[src/rtl/mem_wb_stage_buf_if.sv]
// MEM->WB boundary bundle: the MEM-side beat with its valid/ready pair, and the WB-side
// writeback, debug-commit and retire-count signals produced by the stage buffer.
interface mem_wb_stage_buf_if #(
  parameter int LANES  = 2,
  parameter int DATA_W = 32,
  parameter int ADDR_W = 5,
  parameter int PC_W   = 32,
  parameter int CNT_W  = 64
);
  logic                    in_valid;
  logic                    in_ready;
  logic [LANES*ADDR_W-1:0] in_wd;
  logic [LANES-1:0]        in_wreg;
  logic [LANES*DATA_W-1:0] in_wdata;
  logic [LANES*PC_W-1:0]   in_pc;
  logic [LANES*PC_W-1:0]   in_instr;
  logic [LANES-1:0]        in_inst_valid;
  logic [LANES-1:0]        in_llbit_we;
  logic [LANES-1:0]        in_llbit_value;

  logic                    out_valid;
  logic                    out_ready;
  logic [LANES*ADDR_W-1:0] wb_wd;
  logic [LANES-1:0]        wb_wreg;
  logic [LANES*DATA_W-1:0] wb_wdata;
  logic [LANES-1:0]        wb_llbit_we;
  logic [LANES-1:0]        wb_llbit_value;
  logic [LANES*PC_W-1:0]   debug_commit_pc;
  logic [LANES*PC_W-1:0]   debug_commit_instr;
  logic [LANES-1:0]        debug_commit_valid;
  logic [CNT_W-1:0]        commit_count;

  modport master (
    output in_valid, in_wd, in_wreg, in_wdata, in_pc, in_instr, in_inst_valid,
           in_llbit_we, in_llbit_value, out_ready,
    input  in_ready, out_valid, wb_wd, wb_wreg, wb_wdata, wb_llbit_we, wb_llbit_value,
           debug_commit_pc, debug_commit_instr, debug_commit_valid, commit_count
  );

  modport slave (
    input  in_valid, in_wd, in_wreg, in_wdata, in_pc, in_instr, in_inst_valid,
           in_llbit_we, in_llbit_value, out_ready,
    output in_ready, out_valid, wb_wd, wb_wreg, wb_wdata, wb_llbit_we, wb_llbit_value,
           debug_commit_pc, debug_commit_instr, debug_commit_valid, commit_count
  );
endinterface

[src/rtl/mem_wb_stage_buf.sv]
// MEM->WB pipeline boundary: 2-entry skid buffer (main + skid) so in_ready depends only on
// registered state, with flush, gated writeback enables and a retired-instruction counter.
module mem_wb_stage_buf #(
  parameter int LANES  = 2,
  parameter int DATA_W = 32,
  parameter int ADDR_W = 5,
  parameter int PC_W   = 32,
  parameter int CNT_W  = 64
) (
  input  logic             clk,
  input  logic             rst,
  input  logic             flush,
  mem_wb_stage_buf_if.slave bus
);

  typedef struct packed {
    logic [LANES*ADDR_W-1:0] wd;
    logic [LANES-1:0]        wreg;
    logic [LANES*DATA_W-1:0] wdata;
    logic [LANES*PC_W-1:0]   pc;
    logic [LANES*PC_W-1:0]   instr;
    logic [LANES-1:0]        inst_valid;
    logic [LANES-1:0]        llbit_we;
    logic [LANES-1:0]        llbit_value;
  } beat_t;

  // Encoding is {main_v, skid_v}; 2'b01 cannot be reached.
  typedef enum logic [1:0] {
    EMPTY = 2'b00,
    ONE   = 2'b10,
    TWO   = 2'b11
  } state_e;

  state_e           state_p0, state_nx;
  beat_t            in_beat;
  beat_t            main_p0, skid_p0;
  logic             main_v, skid_v;
  logic             accept, pop;
  logic             ld_main_in, ld_main_skid, ld_skid;
  logic [LANES-1:0] commit_vld;
  logic [CNT_W-1:0] commit_count_p0;

  function automatic logic [CNT_W-1:0] popcount(input logic [LANES-1:0] v);
    logic [CNT_W-1:0] n;
    n = '0;
    for (int i = 0; i < LANES; i++) n = n + CNT_W'(v[i]);
    return n;
  endfunction

  assign in_beat = {bus.in_wd, bus.in_wreg, bus.in_wdata, bus.in_pc, bus.in_instr,
                    bus.in_inst_valid, bus.in_llbit_we, bus.in_llbit_value};

  assign main_v = state_p0[1];
  assign skid_v = state_p0[0];
  assign accept = bus.in_valid & ~skid_v;
  assign pop    = main_v & bus.out_ready;

  always_comb begin
    state_nx     = state_p0;
    ld_main_in   = 1'b0;
    ld_main_skid = 1'b0;
    ld_skid      = 1'b0;
    case (state_p0)
      EMPTY: if (accept) begin
        ld_main_in = 1'b1;
        state_nx   = ONE;
      end
      ONE: begin
        if (accept && pop) begin
          ld_main_in = 1'b1;
        end else if (accept) begin
          ld_skid  = 1'b1;
          state_nx = TWO;
        end else if (pop) begin
          state_nx = EMPTY;
        end
      end
      TWO: if (pop) begin
        ld_main_skid = 1'b1;
        state_nx     = ONE;
      end
      default: state_nx = EMPTY;
    endcase
    // Flush wins over everything; the arriving beat is not captured.
    if (flush) begin
      state_nx     = EMPTY;
      ld_main_in   = 1'b0;
      ld_main_skid = 1'b0;
      ld_skid      = 1'b0;
    end
  end

  // ---- stage p0: control state, payload holding registers, retire counter ----
  always_ff @(posedge clk or posedge rst) begin
    if (rst) state_p0 <= EMPTY;
    else     state_p0 <= state_nx;
  end

  always_ff @(posedge clk or posedge rst) begin
    if (rst) begin
      main_p0 <= '0;
      skid_p0 <= '0;
    end else begin
      if (ld_main_in)        main_p0 <= in_beat;
      else if (ld_main_skid) main_p0 <= skid_p0;
      if (ld_skid)           skid_p0 <= in_beat;
    end
  end

  always_ff @(posedge clk or posedge rst) begin
    if (rst) commit_count_p0 <= '0;
    else     commit_count_p0 <= commit_count_p0 + popcount(commit_vld);
  end

  // Payload is left in place after a pop; every enable is gated so stale data never writes.
  assign commit_vld             = main_p0.inst_valid & {LANES{pop}};
  assign bus.in_ready           = ~skid_v;
  assign bus.out_valid          = main_v;
  assign bus.wb_wd              = main_p0.wd;
  assign bus.wb_wreg            = main_p0.wreg & {LANES{main_v}};
  assign bus.wb_wdata           = main_p0.wdata;
  assign bus.wb_llbit_we        = main_p0.llbit_we & {LANES{main_v}};
  assign bus.wb_llbit_value     = main_p0.llbit_value;
  assign bus.debug_commit_pc    = main_p0.pc;
  assign bus.debug_commit_instr = main_p0.instr;
  assign bus.debug_commit_valid = commit_vld;
  assign bus.commit_count       = commit_count_p0;

endmodule

[src/flat_wrapper.sv]
// flat-port wrapper written by rule: the top's interface ports become plain ports
module mem_wb_stage_buf_flat 
#(
  parameter int LANES  = 2,
  parameter int DATA_W = 32,
  parameter int ADDR_W = 5,
  parameter int PC_W   = 32,
  parameter int CNT_W  = 64
)
  (clk, rst, flush, bus_in_valid, bus_in_wd, bus_in_wreg, bus_in_wdata, bus_in_pc, bus_in_instr, bus_in_inst_valid, bus_in_llbit_we, bus_in_llbit_value, bus_out_ready, bus_in_ready, bus_out_valid, bus_wb_wd, bus_wb_wreg, bus_wb_wdata, bus_wb_llbit_we, bus_wb_llbit_value, bus_debug_commit_pc, bus_debug_commit_instr, bus_debug_commit_valid, bus_commit_count);
  mem_wb_stage_buf_if #(.LANES(LANES), .DATA_W(DATA_W), .ADDR_W(ADDR_W), .PC_W(PC_W), .CNT_W(CNT_W)) bus_i ();
  input  logic clk;
  input  logic rst;
  input  logic flush;
  input wire logic [$bits(bus_i.in_valid)-1:0] bus_in_valid;
  input wire logic [$bits(bus_i.in_wd)-1:0] bus_in_wd;
  input wire logic [$bits(bus_i.in_wreg)-1:0] bus_in_wreg;
  input wire logic [$bits(bus_i.in_wdata)-1:0] bus_in_wdata;
  input wire logic [$bits(bus_i.in_pc)-1:0] bus_in_pc;
  input wire logic [$bits(bus_i.in_instr)-1:0] bus_in_instr;
  input wire logic [$bits(bus_i.in_inst_valid)-1:0] bus_in_inst_valid;
  input wire logic [$bits(bus_i.in_llbit_we)-1:0] bus_in_llbit_we;
  input wire logic [$bits(bus_i.in_llbit_value)-1:0] bus_in_llbit_value;
  input wire logic [$bits(bus_i.out_ready)-1:0] bus_out_ready;
  output wire logic [$bits(bus_i.in_ready)-1:0] bus_in_ready;
  output wire logic [$bits(bus_i.out_valid)-1:0] bus_out_valid;
  output wire logic [$bits(bus_i.wb_wd)-1:0] bus_wb_wd;
  output wire logic [$bits(bus_i.wb_wreg)-1:0] bus_wb_wreg;
  output wire logic [$bits(bus_i.wb_wdata)-1:0] bus_wb_wdata;
  output wire logic [$bits(bus_i.wb_llbit_we)-1:0] bus_wb_llbit_we;
  output wire logic [$bits(bus_i.wb_llbit_value)-1:0] bus_wb_llbit_value;
  output wire logic [$bits(bus_i.debug_commit_pc)-1:0] bus_debug_commit_pc;
  output wire logic [$bits(bus_i.debug_commit_instr)-1:0] bus_debug_commit_instr;
  output wire logic [$bits(bus_i.debug_commit_valid)-1:0] bus_debug_commit_valid;
  output wire logic [$bits(bus_i.commit_count)-1:0] bus_commit_count;
  assign bus_i.in_valid = bus_in_valid;
  assign bus_i.in_wd = bus_in_wd;
  assign bus_i.in_wreg = bus_in_wreg;
  assign bus_i.in_wdata = bus_in_wdata;
  assign bus_i.in_pc = bus_in_pc;
  assign bus_i.in_instr = bus_in_instr;
  assign bus_i.in_inst_valid = bus_in_inst_valid;
  assign bus_i.in_llbit_we = bus_in_llbit_we;
  assign bus_i.in_llbit_value = bus_in_llbit_value;
  assign bus_i.out_ready = bus_out_ready;
  assign bus_in_ready = bus_i.in_ready;
  assign bus_out_valid = bus_i.out_valid;
  assign bus_wb_wd = bus_i.wb_wd;
  assign bus_wb_wreg = bus_i.wb_wreg;
  assign bus_wb_wdata = bus_i.wb_wdata;
  assign bus_wb_llbit_we = bus_i.wb_llbit_we;
  assign bus_wb_llbit_value = bus_i.wb_llbit_value;
  assign bus_debug_commit_pc = bus_i.debug_commit_pc;
  assign bus_debug_commit_instr = bus_i.debug_commit_instr;
  assign bus_debug_commit_valid = bus_i.debug_commit_valid;
  assign bus_commit_count = bus_i.commit_count;
  mem_wb_stage_buf #(.LANES(LANES), .DATA_W(DATA_W), .ADDR_W(ADDR_W), .PC_W(PC_W), .CNT_W(CNT_W)) u_core (.clk(clk), .rst(rst), .flush(flush), .bus(bus_i));
endmodule
[config.mk]
export PLATFORM = sky130hd
export DESIGN_NAME = mem_wb_stage_buf_flat
export DESIGN_NICKNAME = d
export VERILOG_FILES = /design/src/rtl/mem_wb_stage_buf_if.sv /design/src/rtl/mem_wb_stage_buf.sv /design/src/flat_wrapper.sv
export SDC_FILE = /design/constraint.sdc
export NUM_CORES = 1
export LEC_CHECK = 0
export BUFFER_PORTS_ARGS = -buffer_cell sky130_fd_sc_hd__buf_4
export CAP_MARGIN = 30
export CORE_ASPECT_RATIO = 0.8
export CORE_MARGIN = 2
export CORE_UTILIZATION = 55
export DETAILED_ROUTE_END_ITERATION = 6
export PLACE_DENSITY = 0.89
export SYNTH_ARGS = -nofsm -noshare
export SYNTH_HDL_FRONTEND = slang
export SYNTH_SLANG_ARGS = --single-unit
[constraint.sdc]
create_clock -name clk -period 16.1 [get_ports clk]
set_clock_uncertainty 0.2 [all_clocks]
set_input_delay 0.805 -clock clk [delete_from_list [all_inputs] [get_ports clk]]
set_output_delay 0.805 -clock clk [all_outputs]
set_load 0.01 [all_outputs]
==> results.md, run 1 <==
| Result | Reported |
|:---|:---|
| Library cell occupying the most area in the post-synthesis netlist | sky130_fd_sc_hd__dfrtp_1 |
| Critical path buffers and inverters | 1 |
| Final weighted congestion in routability-driven placement | 0.8895 |
| Outcome | completed |
| Standard-cell row count | 65 |
| Clk_lat worst skew | 560 ps |
| Number of standard cells in the final layout excluding fillers | 2696 |
| Slew of the pin with the lowest slew margin | 1206 ps |
| Placed instance count | 2606 |
| Htree depth | 2 |
| X dimension of the die | 227.6 um |
| Detail Route Antenna Nets | 0 |
| Max Clk Rate | 250.7 MHz |
| Post-synthesis register bit count | 486 |
| Final Setup Violations | 0 |
| Number of port buffers | 490 |
| Mean number of vias per cell | 5.487 |
| Total detailed-routing wirelength | 54070 um |
| Total leakage power | 13.63 nW |
| Initial Utilization | 55.79% |
| Critical Setup Path Class | flip-flop to flip-flop |
| Endpoint type of the worst setup path | flip-flop |
| Data required time of the worst path | 16390 ps |
| Core Footprint | 0.03944 sq mm |
| Met2 routed WL | 26050 um |
| Post-CTS Setup Inserts | 0 |
| Layout cells sized above 1 | 37.77% |
| Number of synthesized flops with an enable pin | 0 |
| Predominant post-synthesis flop cell | sky130_fd_sc_hd__dfrtp_1 |
| Hold WC Path Type | input port to asynchronous set/reset pin |
| Remaining routing DRC violations | 0 |
| Initial antenna violation count | 2 |
| Top Metal Used | met4 |
| Routed length on met3 | 5135 um |
| Relative slew margins | 19.59% |
| Final critical-path required period | 3989 ps |
| First-pass GRT wire length | 82800 um |
| Share of the yosys chip area belonging to registers | 55.26% |
| Total grt overflow | 0 |
| Post-DP Area | 0.02462 sq mm |
| Number of cells produced by synthesis | 1866 |
| TritonCTS clock tree | built |
| Io pins | 491 |
| Root Buffer Master | sky130_fd_sc_hd__clkbuf_16 |
| Largest stage delay, worst path | 690 ps |
| Total Neg Setup Slack | 0 ps |
| MaxCap Viol Count | 0 |
| Share of flip-flops with an asynchronous set or reset | 100.0% |
| Cts repair resizes | 0 |
| Routed wire length per instance | 20.05 um |
| Syn_nets | 2089 |
| Leading cell type by number of instances after synthesis | sky130_fd_sc_hd__dfrtp_1 |
| Die height | 182.9 um |
| Critical Path Start Type | flip-flop |
| Post-layout nets | 2348 |
| TritonCTS Sinks | 486 |
| Number of different library cells in the post-synthesis netlist | 40 |
| Crit path arrival time | 4280 ps |
| P per Cell Area | 178.6 mW/mm^2 |
| Layout-stage area growth over the synthesis result | 20.09% |
| Cells along the critical path | and3_1, ha_1, ha_1, inv_1, fa_1, and4b_1, or4b_4, or4_4, nor4_2, xor2_1 |
| Maximum count of clock buffers along a single path | 3 |
| Count of cells along the worst register-to-register path | 10 |
| CP max-delay cell | sky130_fd_sc_hd__or4_4 |
| Area of the mapped netlist | 0.02201 sq mm |
| Avg Synthesized Cell Area | 11.79 sq um |
| Crit share post-route | 24.78% |
| Number of warnings printed during yosys synthesis | 0 |
| Register-to-register setup slack | 12110 ps |
| End of the worst register-to-register path | u_core.bus.commit_count[54] |
| Maximum fanout count along the critical path | 18 |
| Proportion of netlist area held by the largest area contributor | 55.26% |
| DRC violation total after the first TritonRoute iteration | 995 |
| Overall Global Routing Usage | 25.32% |
| Count of final hold-check violations | 0 |
| Area of all placed cells without fillers | 0.02643 sq mm |
| Maximum number of pins on one net before global-route repair | 226 |
| Vias in the first global route | 15140 |
| Worst R2R Start | u_core.state_p0[1] |
| Number of iterations in the first detailed-routing pass | 5 |
| Post-DP HPWL | 36400 um |
| Post-route met1 wirelength | 20200 um |
| Biggest area contributors in the synthesized netlist | sky130_fd_sc_hd__dfrtp_1 55%, sky130_fd_sc_hd__mux2_2 11%, sky130_fd_sc_hd__mux2i_1 9.6%, sky130_fd_sc_hd__buf_4 7.0%, sky130_fd_sc_hd__a21oi_1 4.9% |
| Final count of pins violating max slew | 0 |
| Via Count | 14790 |
| Number of CTS-inserted buffers | 47 |
| Number of buffers inserted for hold repair after clock tree synthesis | 0 |
| Top cell by count, worst path | sky130_fd_sc_hd__ha_1 |
| Die area | 0.04164 sq mm |
| Unrepaired setup endpoints after global routing | false |
| Largest delay share family, worst path | simple AND/OR/NAND/NOR gates |
| VDD IR-drop max | 118.4 uV |
| Synth top cells by count | 486 x sky130_fd_sc_hd__dfrtp_1, 225 x sky130_fd_sc_hd__nor2_1, 214 x sky130_fd_sc_hd__a21oi_1, 211 x sky130_fd_sc_hd__mux2i_1, 210 x sky130_fd_sc_hd__mux2_2 |
| Clk pin slew, worst setup/hold paths | 70 ps |
-- power breakdown --
part	internal, mW	switching (mW)
Sequential	1.76	0.315
Combinational	0.805	0.681
Clock	0.696	0.466
-- sequential cells by signal (all words and copies together), names as in the netlist --
register	count
u_core.skid_p0	210
u_core.bus.commit_count	64
u_core.bus.debug_commit_instr	64
u_core.bus.debug_commit_pc	64
u_core.bus.wb_wdata	64
u_core.bus.wb_wd	10
u_core.main_p0	6
u_core.bus.wb_llbit_value	2
u_core.state_p0	2
-- routing by layer --
metal | vias up | GRT usage [%]
li1 | 6724 | -
met1 | 7381 | 29.64
met2 | 529 | 41.54
met3 | 160 | 8.971
met4 | 0 | 12.34
met5 | - | 0
-- worst reg2reg max path, cell delays in order (launching register included) --
cell and delay [ps]:
sky130_fd_sc_hd__dfrtp_1 530, sky130_fd_sc_hd__and3_1 270, sky130_fd_sc_hd__ha_1 280, sky130_fd_sc_hd__ha_1 180, sky130_fd_sc_hd__inv_1 70, sky130_fd_sc_hd__fa_1 430, sky130_fd_sc_hd__and4b_1 310, sky130_fd_sc_hd__or4b_4 490
sky130_fd_sc_hd__or4_4 690, sky130_fd_sc_hd__nor4_2 310, sky130_fd_sc_hd__xor2_1 180
-- how the worst max path moves through the flow --
| stage | startpoint | endpoint | slack [ps] | cells past startpoint |
|---|---|---|---|---|
| after floorplan | rst | u_core.bus.commit_count[0] | 1530 | 1 |
| after global placement | bus_in_valid | u_core.skid_p0[47] | 11410 | 7 |
| after detailed placement | bus_in_valid | u_core.skid_p0[47] | 11640 | 8 |
| after CTS | u_core.state_p0[1] | u_core.skid_p0[60] | 12070 | 6 |
| after global routing | u_core.state_p0[1] | u_core.bus.commit_count[60] | 11900 | 10 |
| final | u_core.state_p0[1] | u_core.bus.commit_count[54] | 12110 | 10 |
-- cells in the final DEF (no fill, tap or decap), drive strengths merged, types with 26 or more instances in the layout --
cell / netlist / routed
xor2: 35 / 35
buf: 227 / 510
clkbuf: 73 / 66
a21oi: 214 / 214
nand2: 26 / 26
xnor2: 26 / 26
mux2: 210 / 210
mux2i: 211 / 211
nor2: 225 / 225
dfrtp: 486 / 486
-- cells by family (layout without fill, tap and decap cells) --
kind of cell / Yosys count / in the layout / share of synthesized area [%]
compound gates: 219 / 219 / 4.992
xor+xnor: 61 / 61 / 2.428
fa+ha+maj: 8 / 8 / 0.4889
buf+inv: 314 / 606 / 8.954
flops: 486 / 486 / 55.26
mux: 421 / 421 / 20.34
other cells: 0 / 2 / 0
simple gates: 357 / 357 / 7.533
-- area by class of cell --
cell class	count	area, sq um
Inverter	14	60.06
Tap cell	536	670.6
Fill cell	2675	13020
Multi-Input combinational cell	1066	7899
Antenna cell	2	5.005
Clock buffer	66	1389
Sequential cell	486	12160
Clock inverter	16	249.0
Timing Repair Buffer	510	3994
-- through the flow --
stage                     hold WS (ps)  power, mW  setup slack, ps  utilization (%)
after global routing             20.71      4.979            11900            67.00
after global placement           261.6      3.436            11410            62.35
final                            20.30      4.719            12110            67.00
after floorplan                  278.7      3.163             1532                -
after CTS                        183.4      4.737            12070            66.57
after detailed placement         272.1      3.545            11640            62.42
(Power assumes the default switching activity.)
==> inputs of run 2 (changes only) <==
--- a/config.mk
+++ b/config.mk
@@ -5,13 +5,14 @@
 export SDC_FILE = /design/constraint.sdc
 export NUM_CORES = 1
 export LEC_CHECK = 0
+export ABC_AREA = 1
 export BUFFER_PORTS_ARGS = -buffer_cell sky130_fd_sc_hd__buf_4
 export CAP_MARGIN = 30
 export CORE_ASPECT_RATIO = 0.8
 export CORE_MARGIN = 2
 export CORE_UTILIZATION = 55
 export DETAILED_ROUTE_END_ITERATION = 6
-export PLACE_DENSITY = 0.89
+export PLACE_DENSITY = 0.88
 export SYNTH_ARGS = -nofsm -noshare
 export SYNTH_HDL_FRONTEND = slang
 export SYNTH_SLANG_ARGS = --single-unit
==> constraint.sdc (replaced) <==
create_clock -name clk -period 4 [get_ports clk]
set_clock_uncertainty 0.2 [all_clocks]
set_input_delay 0.2 -clock clk [delete_from_list [all_inputs] [get_ports clk]]
set_output_delay 0.2 -clock clk [all_outputs]
set_load 0.01 [all_outputs]
==> run 2 against run 1 <==
Effect of this change:
- via count up 43%
- cell count up 35%
- synthesized cell count up 39%
- sequential power rose to 4.2 times the previous value
- non-clock buffer count up 229
- critical endpoint is now u_core.bus.commit_count[60]
- global-route usage up 9.3 points
- register-to-register slack worse by 11000 ps
- sequential share of layout area down 5.1 points
- critical path type unchanged
==> results.md, run 2 <==
| Result | Reported | Change |
|:---|:---|:---|
| Outcome | completed | unchanged |
| Final Util | 70.94% | was 67.00% |
| Met1 capacity usage during global routing | 41.06% | was 29.64% |
| Final Setup Violations | 0 | unchanged |
| Overall Global Routing Usage | 34.64% | was 25.32% |
| Area of combinational cells with multiple inputs | 0.008019 sq mm | was 0.007899 sq mm |
| Highest-count cells in the layout ignoring fill and taps | 622 x sky130_fd_sc_hd__nand2_1, 511 x sky130_fd_sc_hd__buf_4, 486 x sky130_fd_sc_hd__dfrtp_1, 262 x sky130_fd_sc_hd__inv_1, 238 x sky130_fd_sc_hd__nand3_1 | was 501 x sky130_fd_sc_hd__buf_4, 486 x sky130_fd_sc_hd__dfrtp_1, 225 x sky130_fd_sc_hd__nor2_1, 214 x sky130_fd_sc_hd__a21oi_1, 211 x sky130_fd_sc_hd__mux2i_1 |
| Count of final hold-check violations | 0 | unchanged |
| MaxCap Viol Count | 0 | unchanged |
| Placed instance count | 3324 | was 2606 |
| Maximum fanout count along the critical path | 9 | was 18 |
| Crit path arrival time | 3400 ps | was 4280 ps |
| Largest register by flop count | u_core.skid_p0 | unchanged |
| Final critical-path required period | 3130 ps | was 3989 ps |
| Final weighted congestion in routability-driven placement | 0.9683 | was 0.8895 |
| Area of all placed cells without fillers | 0.02973 sq mm | was 0.02643 sq mm |
| Most crowded layer after global routing | met2 | unchanged |
| Layout-stage area growth over the synthesis result | 26.99% | was 20.09% |
| Predominant post-synthesis flop cell | sky130_fd_sc_hd__dfrtp_1 | unchanged |
| Die area | 0.04425 sq mm | was 0.04164 sq mm |
| Initial Utilization | 55.86% | was 55.79% |
| Number of synthesized flops with an enable pin | 0 | unchanged |
| Post-DP HPWL | 44480 um | was 36400 um |
| Syn_nets | 2816 | was 2089 |
| Layout cells sized above 1 | 24.20% | was 37.77% |
| Number of CTS-inserted buffers | 48 | was 47 |
| Total leakage power | 14.87 nW | was 13.63 nW |
| Number of port buffers | 490 | unchanged |
| Core Footprint | 0.04192 sq mm | was 0.03944 sq mm |
| DRC violation total after the first TritonRoute iteration | 2382 | was 995 |
| Critical Setup Path Class | flip-flop to flip-flop | unchanged |
| Proportion of power drawn by combinational gates | 33.3% | was 31.5% |
| NetSw | 7.268 mW | was 1.462 mW |
| Via Count | 21120 | was 14790 |
| Proportion of netlist area held by the largest area contributor | 51.94% | was 55.26% |
| Root Buffer Master | sky130_fd_sc_hd__clkbuf_16 | unchanged |
| Number of cells produced by synthesis | 2593 | was 1866 |
| Cell Int Power | 12.59 mW | was 3.257 mW |
| Number of standard cells in the final layout excluding fillers | 3638 | was 2696 |
| Worst slack on hold paths | 56.68 ps | was 20.30 ps |
| Leading cell type by number of instances after synthesis | sky130_fd_sc_hd__nand2_1 | was sky130_fd_sc_hd__dfrtp_1 |
| Share of the yosys chip area belonging to registers | 51.94% | was 55.26% |
| Sequential fraction of design power | 43.3% | was 43.9% |
| Post-CTS Setup Inserts | 0 | unchanged |
| Clk pin slew, worst setup/hold paths | 60 ps | was 70 ps |
| Crit share post-route | 78.25% | was 24.78% |
| Net switching share of the total power | 36.59% | was 30.98% |
| Remaining routing DRC violations | 0 | unchanged |
| Library cell occupying the most area in the post-synthesis netlist | sky130_fd_sc_hd__dfrtp_1 | unchanged |
| VDD IR-drop max | 524.4 uV | was 118.4 uV |
| FILL cells | 2688 | was 2675 |
| Clk network pwr share | 23.4% | was 24.6% |
| Register-to-register setup slack | 870 ps | was 12110 ps |
| Share of flip-flops with an asynchronous set or reset | 100.0% | unchanged |
| First-pass GRT wire length | 121700 um | was 82800 um |
| Number of different library cells in the post-synthesis netlist | 30 | was 40 |
| Maximum number of pins on one net before global-route repair | 137 | was 226 |
| Avg Synthesized Cell Area | 9.030 sq um | was 11.79 sq um |
| Vias in the first global route | 22160 | was 15140 |
| Synth top cells by count | 623 x sky130_fd_sc_hd__nand2_1, 486 x sky130_fd_sc_hd__dfrtp_1, 263 x sky130_fd_sc_hd__inv_1, 238 x sky130_fd_sc_hd__nand3_1, 220 x sky130_fd_sc_hd__o21ai_0 | was 486 x sky130_fd_sc_hd__dfrtp_1, 225 x sky130_fd_sc_hd__nor2_1, 214 x sky130_fd_sc_hd__a21oi_1, 211 x sky130_fd_sc_hd__mux2i_1, 210 x sky130_fd_sc_hd__mux2_2 |
| Endpoint type of the worst setup path | flip-flop | unchanged |
| Count of cells along the worst register-to-register path | 12 | was 10 |
| Most common cell after layout, fill and taps aside | sky130_fd_sc_hd__nand2_1 | was sky130_fd_sc_hd__buf_4 |
| Total detailed-routing wirelength | 77500 um | was 54070 um |
| X dimension of the die | 234.7 um | was 227.6 um |
| Routed wire length per instance | 21.30 um | was 20.05 um |
| Number of warnings printed during yosys synthesis | 0 | unchanged |
| Critical Path Start Type | flip-flop | unchanged |
| Worst R2R Start | u_core.state_p0[1] | unchanged |
| Htree depth | 2 | unchanged |
| Mean number of vias per cell | 5.805 | was 5.487 |
| Post-synthesis register bit count | 486 | unchanged |
| Hold WC Path Type | input port to asynchronous set/reset pin | unchanged |
| Area taken by flip-flops and latches | 0.01216 sq mm | unchanged |
| Clk_lat worst skew | 590 ps | was 560 ps |
| Post-DP Area | 0.02594 sq mm | was 0.02462 sq mm |
| Final count of pins violating max slew | 0 | unchanged |
| Met3 usage in global routing | 8.980% | was 8.971% |
| Maximum count of clock buffers along a single path | 3 | unchanged |
| Max Clk Rate | 319.5 MHz | was 250.7 MHz |
| Total grt overflow | 0 | unchanged |
| Slew of the pin with the lowest slew margin | 638.9 ps | was 1206 ps |
| Standard-cell row count | 67 | was 65 |
| Die height | 188.6 um | was 182.9 um |
| Max FFs per register | 210 | unchanged |
| Met2 layer usage reported by global route | 56.52% | was 41.54% |
| TritonCTS Sinks | 486 | unchanged |
| P per Cell Area | 668.0 mW/mm^2 | was 178.6 mW/mm^2 |
| End of the worst register-to-register path | u_core.bus.commit_count[60] | was u_core.bus.commit_count[54] |
| Post-layout nets | 3262 | was 2348 |
| Number of iterations in the first detailed-routing pass | 7 | was 5 |
| TritonCTS clock tree | built | unchanged |
| Detail Route Antenna Nets | 0 | unchanged |
| Unrepaired setup endpoints after global routing | false | unchanged |
| Data required time of the worst path | 4270 ps | was 16390 ps |
| Area of the mapped netlist | 0.02341 sq mm | was 0.02201 sq mm |
| Relative slew margins | 57.41% | was 19.59% |
| Biggest area contributors in the synthesized netlist | sky130_fd_sc_hd__dfrtp_1 52%, sky130_fd_sc_hd__nand2_1 10%, sky130_fd_sc_hd__o211ai_2 6.9%, sky130_fd_sc_hd__buf_4 6.6%, sky130_fd_sc_hd__nand3_1 5.1% | was sky130_fd_sc_hd__dfrtp_1 55%, sky130_fd_sc_hd__mux2_2 11%, sky130_fd_sc_hd__mux2i_1 9.6%, sky130_fd_sc_hd__buf_4 7.0%, sky130_fd_sc_hd__a21oi_1 4.9% |
| Io pins | 491 | unchanged |
| Initial antenna violation count | 11 | was 2 |
run 2: cell count changes in the layout (fill, tap and decap cells not counted), sizes merged, moves of 211 or more:
| cell | change |
|---|---|
| nand2 | +600 |
| inv | +253 |
| o21ai | +217 |
| dlygate4sd3 | +216 |
| nand3 | +214 |
| a21oi | -213 |
| mux2i | -211 |
run 2: worst max-delay path by stage:
stage                  startpoint                          end  depth (start not counted)
2_1_floorplan                 rst   u_core.bus.commit_count[0]                          1
3_3_place_gp   u_core.state_p0[1]  u_core.bus.commit_count[60]                         12
3_5_place_dp   u_core.state_p0[1]  u_core.bus.commit_count[60]                         12
4_1_cts        u_core.state_p0[1]  u_core.bus.commit_count[60]                         12
5_1_grt        u_core.state_p0[1]  u_core.bus.commit_count[62]                         12
6_report       u_core.state_p0[1]  u_core.bus.commit_count[60]                         12
run 2: per-layer routing:
layer / share of wire (%) / vias to the layer above
li1: - / 9093
met5: 0.017 / -
met4: 6.4 / 2
met1: 36 / 10180
met2: 48 / 1439
met3: 9.7 / 406
run 2: stage by stage:
step / total power [mW] / setup TNS, ps / setup WS [ps]
after floorplan: 12.87 / -1452490 / -2989
final: 19.86 / 0 / 870.0
after CTS: 19.25 / 0 / 889.3
after global routing: 20.77 / 0 / 584.2
after global placement: 14.00 / 0 / 992.7
after detailed placement: 14.44 / 0 / 921.6
run 2: worst max-delay path: stages (launching register included):
cell and delay, ps:
sky130_fd_sc_hd__dfrtp_1 600, sky130_fd_sc_hd__nand2_4 170, sky130_fd_sc_hd__nor2_1 180, sky130_fd_sc_hd__ha_1 150, sky130_fd_sc_hd__ha_1 200, sky130_fd_sc_hd__inv_1 80, sky130_fd_sc_hd__fa_1 490, sky130_fd_sc_hd__inv_1 150
sky130_fd_sc_hd__nand3_1 140, sky130_fd_sc_hd__nor2_1 270, sky130_fd_sc_hd__nand2_1 150, sky130_fd_sc_hd__o21ai_0 170, sky130_fd_sc_hd__nand2_1 60
run 2: area by class of cell:
| type | count | area share (%) |
|---|---|---|
| sequential | 486 | 40.90 |
| multi-input combinational | 1498 | 26.97 |
| timing repair buffer | 739 | 21.01 |
| clock buffer | 70 | 4.755 |
| inverter | 266 | 3.396 |
| tap | 552 | 2.323 |
| clock inverter | 16 | 0.5596 |
| antenna | 11 | 0.09257 |
run 2: logic make-up (layout without fill, tap and decap cells):
kind of cell	Yosys count	after routing	synth area share (%)
AND/OR/NAND/NOR	1016	1016	17.85
buffers and inverters	609	1091	13.88
adder cells (fa/ha/maj)	8	8	0.4595
XOR/XNOR	42	42	1.571
flip-flops	486	486	51.94
multiplexers	3	3	0.1443
other	0	11	0
AO/OA/AOI/OAI	429	429	14.16
run 2: power groups by stage:
stage,registers [mW],logic (mW),clock network [mW]
detailed placement,8.38,6.06,0
global placement,8.26,5.73,0
floorplan,7.97,4.90,0
CTS,8.36,6.28,4.61
finish,8.60,6.62,4.65
global route,8.74,7.15,4.88
run 2: what timing repair did:
| item | 4_1_cts | 5_1_grt |
|---|---|---|
| resized for setup | 0 | 0 |
| setup endpoints to repair | 0 | 0 |
| hold buffers | 216 | 0 |
| hold endpoints to repair | 446 | 0 |
==> inputs of run 3 (changes only) <==
--- a/config.mk
+++ b/config.mk
@@ -5,14 +5,14 @@
 export SDC_FILE = /design/constraint.sdc
 export NUM_CORES = 1
 export LEC_CHECK = 0
-export ABC_AREA = 1
+export ABC_AREA = 0
 export BUFFER_PORTS_ARGS = -buffer_cell sky130_fd_sc_hd__buf_4
 export CAP_MARGIN = 30
 export CORE_ASPECT_RATIO = 0.8
 export CORE_MARGIN = 2
-export CORE_UTILIZATION = 55
+export CORE_UTILIZATION = 49
 export DETAILED_ROUTE_END_ITERATION = 6
-export PLACE_DENSITY = 0.88
+export PLACE_DENSITY = 0.84
 export SYNTH_ARGS = -nofsm -noshare
 export SYNTH_HDL_FRONTEND = slang
 export SYNTH_SLANG_ARGS = --single-unit
==> constraint.sdc (replaced) <==
create_clock -name clk -period 2.8 [get_ports clk]
set_clock_uncertainty 0.2 [all_clocks]
set_input_delay 0.14 -clock clk [delete_from_list [all_inputs] [get_ports clk]]
set_output_delay 0.14 -clock clk [all_outputs]
set_load 0.01 [all_outputs]
==> run 3 against run 2 <==
Effect of this change:
- the run now ends with negative setup slack left
- combinational power up 42%
- global-route usage down 7.4 points
- sequential cell count unchanged
- critical endpoint is now u_core.bus.commit_count[48]
- highest routed layer unchanged
==> results.md, run 3 (same netlist as run 1, synthesis figures left out) <==
| Result | Reported | Change |
|:---|:---|:---|
| Outcome | complete, but fails checks | was completed |
| Met2 layer usage reported by global route | 45.59% | was 56.52% |
| First-pass GRT wire length | 99860 um | was 121700 um |
| Maximum count of clock buffers along a single path | 3 | unchanged |
| Vias in the first global route | 17720 | was 22160 |
| Worst setup slack before clock tree synthesis | -886.4 ps | was 921.6 ps |
| Layout-stage area growth over the synthesis result | 33.53% | was 26.99% |
| Largest delay share family, worst path | simple AND/OR/NAND/NOR gates | unchanged |
| Register-to-register setup slack | -780 ps | was 870 ps |
| Post-DP Area | 0.02526 sq mm | was 0.02594 sq mm |
| Critical path buffers and inverters | 2 | unchanged |
| Capturing element of the worst setup path | u_core.bus.commit_count[48] | was u_core.bus.commit_count[60] |
| Overall Global Routing Usage | 27.22% | was 34.64% |
| Core Footprint | 0.04438 sq mm | was 0.04192 sq mm |
| Mean number of vias per cell | 5.503 | was 5.805 |
| Initial antenna violation count | 3 | was 11 |
| Crit share post-route | 127.9% | was 78.25% |
| Post-layout nets | 2613 | was 3262 |
| Total grt overflow | 0 | unchanged |
| CP Depth | 11 | was 12 |
| Layout cells sized above 1 | 36.78% | was 24.20% |
| Count of cells along the worst register-to-register path | 11 | was 12 |
| Violated checks | negative setup slack |  |
| Io pins | 491 | unchanged |
| Max Clk Rate | 279.2 MHz | was 319.5 MHz |
| Initial Utilization | 49.59% | was 55.86% |
| Via Count | 16690 | was 21120 |
| Largest register by flop count | u_core.skid_p0 | unchanged |
| Routed wire length per instance | 21.76 um | was 21.30 um |
| Remaining routing DRC violations | 0 | unchanged |
| Area of combinational cells with multiple inputs | 0.008248 sq mm | was 0.008019 sq mm |
| Critical Setup Path Class | flip-flop to flip-flop | unchanged |
| Detail Route Antenna Nets | 0 | unchanged |
| Area taken by flip-flops and latches | 0.01216 sq mm | unchanged |
| Cells along the critical path | and3_4, ha_4, ha_4, inv_2, fa_2, and4b_1, or4b_4, buf_12, or4_4, nor3_4, xor2_1 | was nand2_4, nor2_1, ha_1, ha_1, inv_1, fa_1, inv_1, nand3_1, nor2_1, nand2_1, o21ai_0, nand2_1 |
| Source of the worst hold timing path | bus_in_valid |  |
| Most common cell after layout, fill and taps aside | sky130_fd_sc_hd__buf_4 | was sky130_fd_sc_hd__nand2_1 |
| Final critical-path required period | 3581 ps | was 3130 ps |
| Endpoint type of the worst setup path | flip-flop | unchanged |
| TritonCTS Sinks | 486 | unchanged |
| Top cell by count, worst path | sky130_fd_sc_hd__ha_4 |  |
| FILL cells | 2948 | was 2688 |
| Total detailed-routing wirelength | 65990 um | was 77500 um |
| DRC violation total after the first TritonRoute iteration | 1176 | was 2382 |
| Unrepaired setup endpoints after global routing | true | was false |
| TritonCTS clock tree | built | unchanged |
| VDD IR-drop max | 735.7 uV | was 524.4 uV |
| Final setup slack of the worst path | -781.4 ps | was 870.0 ps |
| Number of iterations in the first detailed-routing pass | 6 | was 7 |
| Slew of the pin with the lowest slew margin | 936.3 ps | was 638.9 ps |
| End of the worst register-to-register path | u_core.bus.commit_count[48] | was u_core.bus.commit_count[60] |
| Relative slew margins | 37.41% | was 57.41% |
| Max FFs per register | 210 | unchanged |
| Met3 usage in global routing | 7.235% | was 8.980% |
| Hold WC Path Type | input port to flip-flop | was input port to asynchronous set/reset pin |
| Total leakage power | 14.94 nW | was 14.87 nW |
| CP max-delay cell | sky130_fd_sc_hd__or4_4 | was sky130_fd_sc_hd__dfrtp_1 |
| X dimension of the die | 240.9 um | was 234.7 um |
| Standard-cell row count | 69 | was 67 |
| Met1 capacity usage during global routing | 32.20% | was 41.06% |
| P per Cell Area | 950.1 mW/mm^2 | was 668.0 mW/mm^2 |
| Htree depth | 2 | unchanged |
| Most crowded layer after global routing | met2 | unchanged |
| Clk_lat worst skew | 580 ps | was 590 ps |
| Worst R2R Start | u_core.state_p0[1] | unchanged |
| Maximum number of pins on one net before global-route repair | 125 | was 137 |
| Largest stage delay, worst path | 520 ps | was 600 ps |
| Root Buffer Master | sky130_fd_sc_hd__clkbuf_16 | unchanged |
| Highest-count cells in the layout ignoring fill and taps | 525 x sky130_fd_sc_hd__buf_4, 486 x sky130_fd_sc_hd__dfrtp_1, 221 x sky130_fd_sc_hd__nor2_1, 215 x sky130_fd_sc_hd__dlygate4sd3_1, 213 x sky130_fd_sc_hd__a21oi_1 | was 622 x sky130_fd_sc_hd__nand2_1, 511 x sky130_fd_sc_hd__buf_4, 486 x sky130_fd_sc_hd__dfrtp_1, 262 x sky130_fd_sc_hd__inv_1, 238 x sky130_fd_sc_hd__nand3_1 |
| Post-DP HPWL | 36770 um | was 44480 um |
| Data required time of the worst path | 3090 ps | was 4270 ps |
| Final count of pins violating max slew | 0 | unchanged |
| Crit path arrival time | 3870 ps | was 3400 ps |
| Critical path origin | u_core.state_p0[1] | unchanged |
| Final Setup Violations | 33 | was 0 |
| Die height | 193.6 um | was 188.6 um |
| Count of final hold-check violations | 0 | unchanged |
| Clk pin slew, worst setup/hold paths | 70 ps | was 60 ps |
| MaxCap Viol Count | 0 | unchanged |
| Die area | 0.04664 sq mm | was 0.04425 sq mm |
| Area of all placed cells without fillers | 0.02939 sq mm | was 0.02973 sq mm |
| Critical Path Start Type | flip-flop | unchanged |
| Final weighted congestion in routability-driven placement | 0.8621 | was 0.9683 |
| Number of CTS-inserted buffers | 47 | was 48 |
| Number of port buffers | 490 | unchanged |
| Maximum fanout count along the critical path | 5 | was 9 |
## run 3: per-stage QoR
stage	util [%]	instances	TNS, ps	hold slack, ps	power [mW]
after floorplan	-	1866	-2031320	3.138	18.20
after global placement	56.92	2713	-16610	26.79	19.92
after detailed placement	56.92	2713	-19430	37.88	20.54
after CTS	65.79	3024	-12250	17.34	27.25
after global routing	66.22	3033	-18710	117.6	29.24
final	66.22	3033	-15170	50.95	27.92
## run 3: repair_timing
item | in CTS | in global routing
endpoints found under the setup margin | 35 | 33
buffers inserted | 6 | 8
hold endpoints to repair | 560 | 0
cloned | 3 | 1
pin swaps | 22 | 20
gates resized for setup | 34 | 24
hold buffers | 215 | 0
## run 3: final cells by class
cell class              count  area share (%)
inverters                  14          0.1916
clock inverters            14          0.4130
flip-flops and latches    486           41.39
clock buffers              73           4.748
repair buffers            771           22.61
diodes                      2         0.01703
multi-input cells        1070           28.07
well taps                 603           2.567
## run 3: worst min-delay path by stage
stage / to / cells past startpoint
after floorplan: u_core.state_p0[1] / 1
after global placement: u_core.skid_p0[65] / 2
after detailed placement: u_core.skid_p0[65] / 2
after CTS: u_core.state_p0[0] / 5
after global routing: u_core.state_p0[0] / 5
final: u_core.state_p0[0] / 5
## run 3: where the power goes
group	switching (mW)	leakage, nW	internal [mW]
sequential	2.04	5.70	10.1
combinational	4.45	8.51	4.96
clock	2.83	0.739	3.54
## run 3: routing by layer
metal	vias up	share of wire [%]	wire [um]
met5	-	0.020	13
met4	2	5.4	3546
met3	252	8.2	5431
met2	841	50	33100
met1	8327	36	23900
li1	7269	-	-
## run 3: worst min-delay path, stage by stage
cell and delay [ps]:
sky130_fd_sc_hd__buf_4 70, sky130_fd_sc_hd__nor2b_1 190, sky130_fd_sc_hd__o21ai_0 170, sky130_fd_sc_hd__nand2b_1 120
sky130_fd_sc_hd__mux2i_1 70
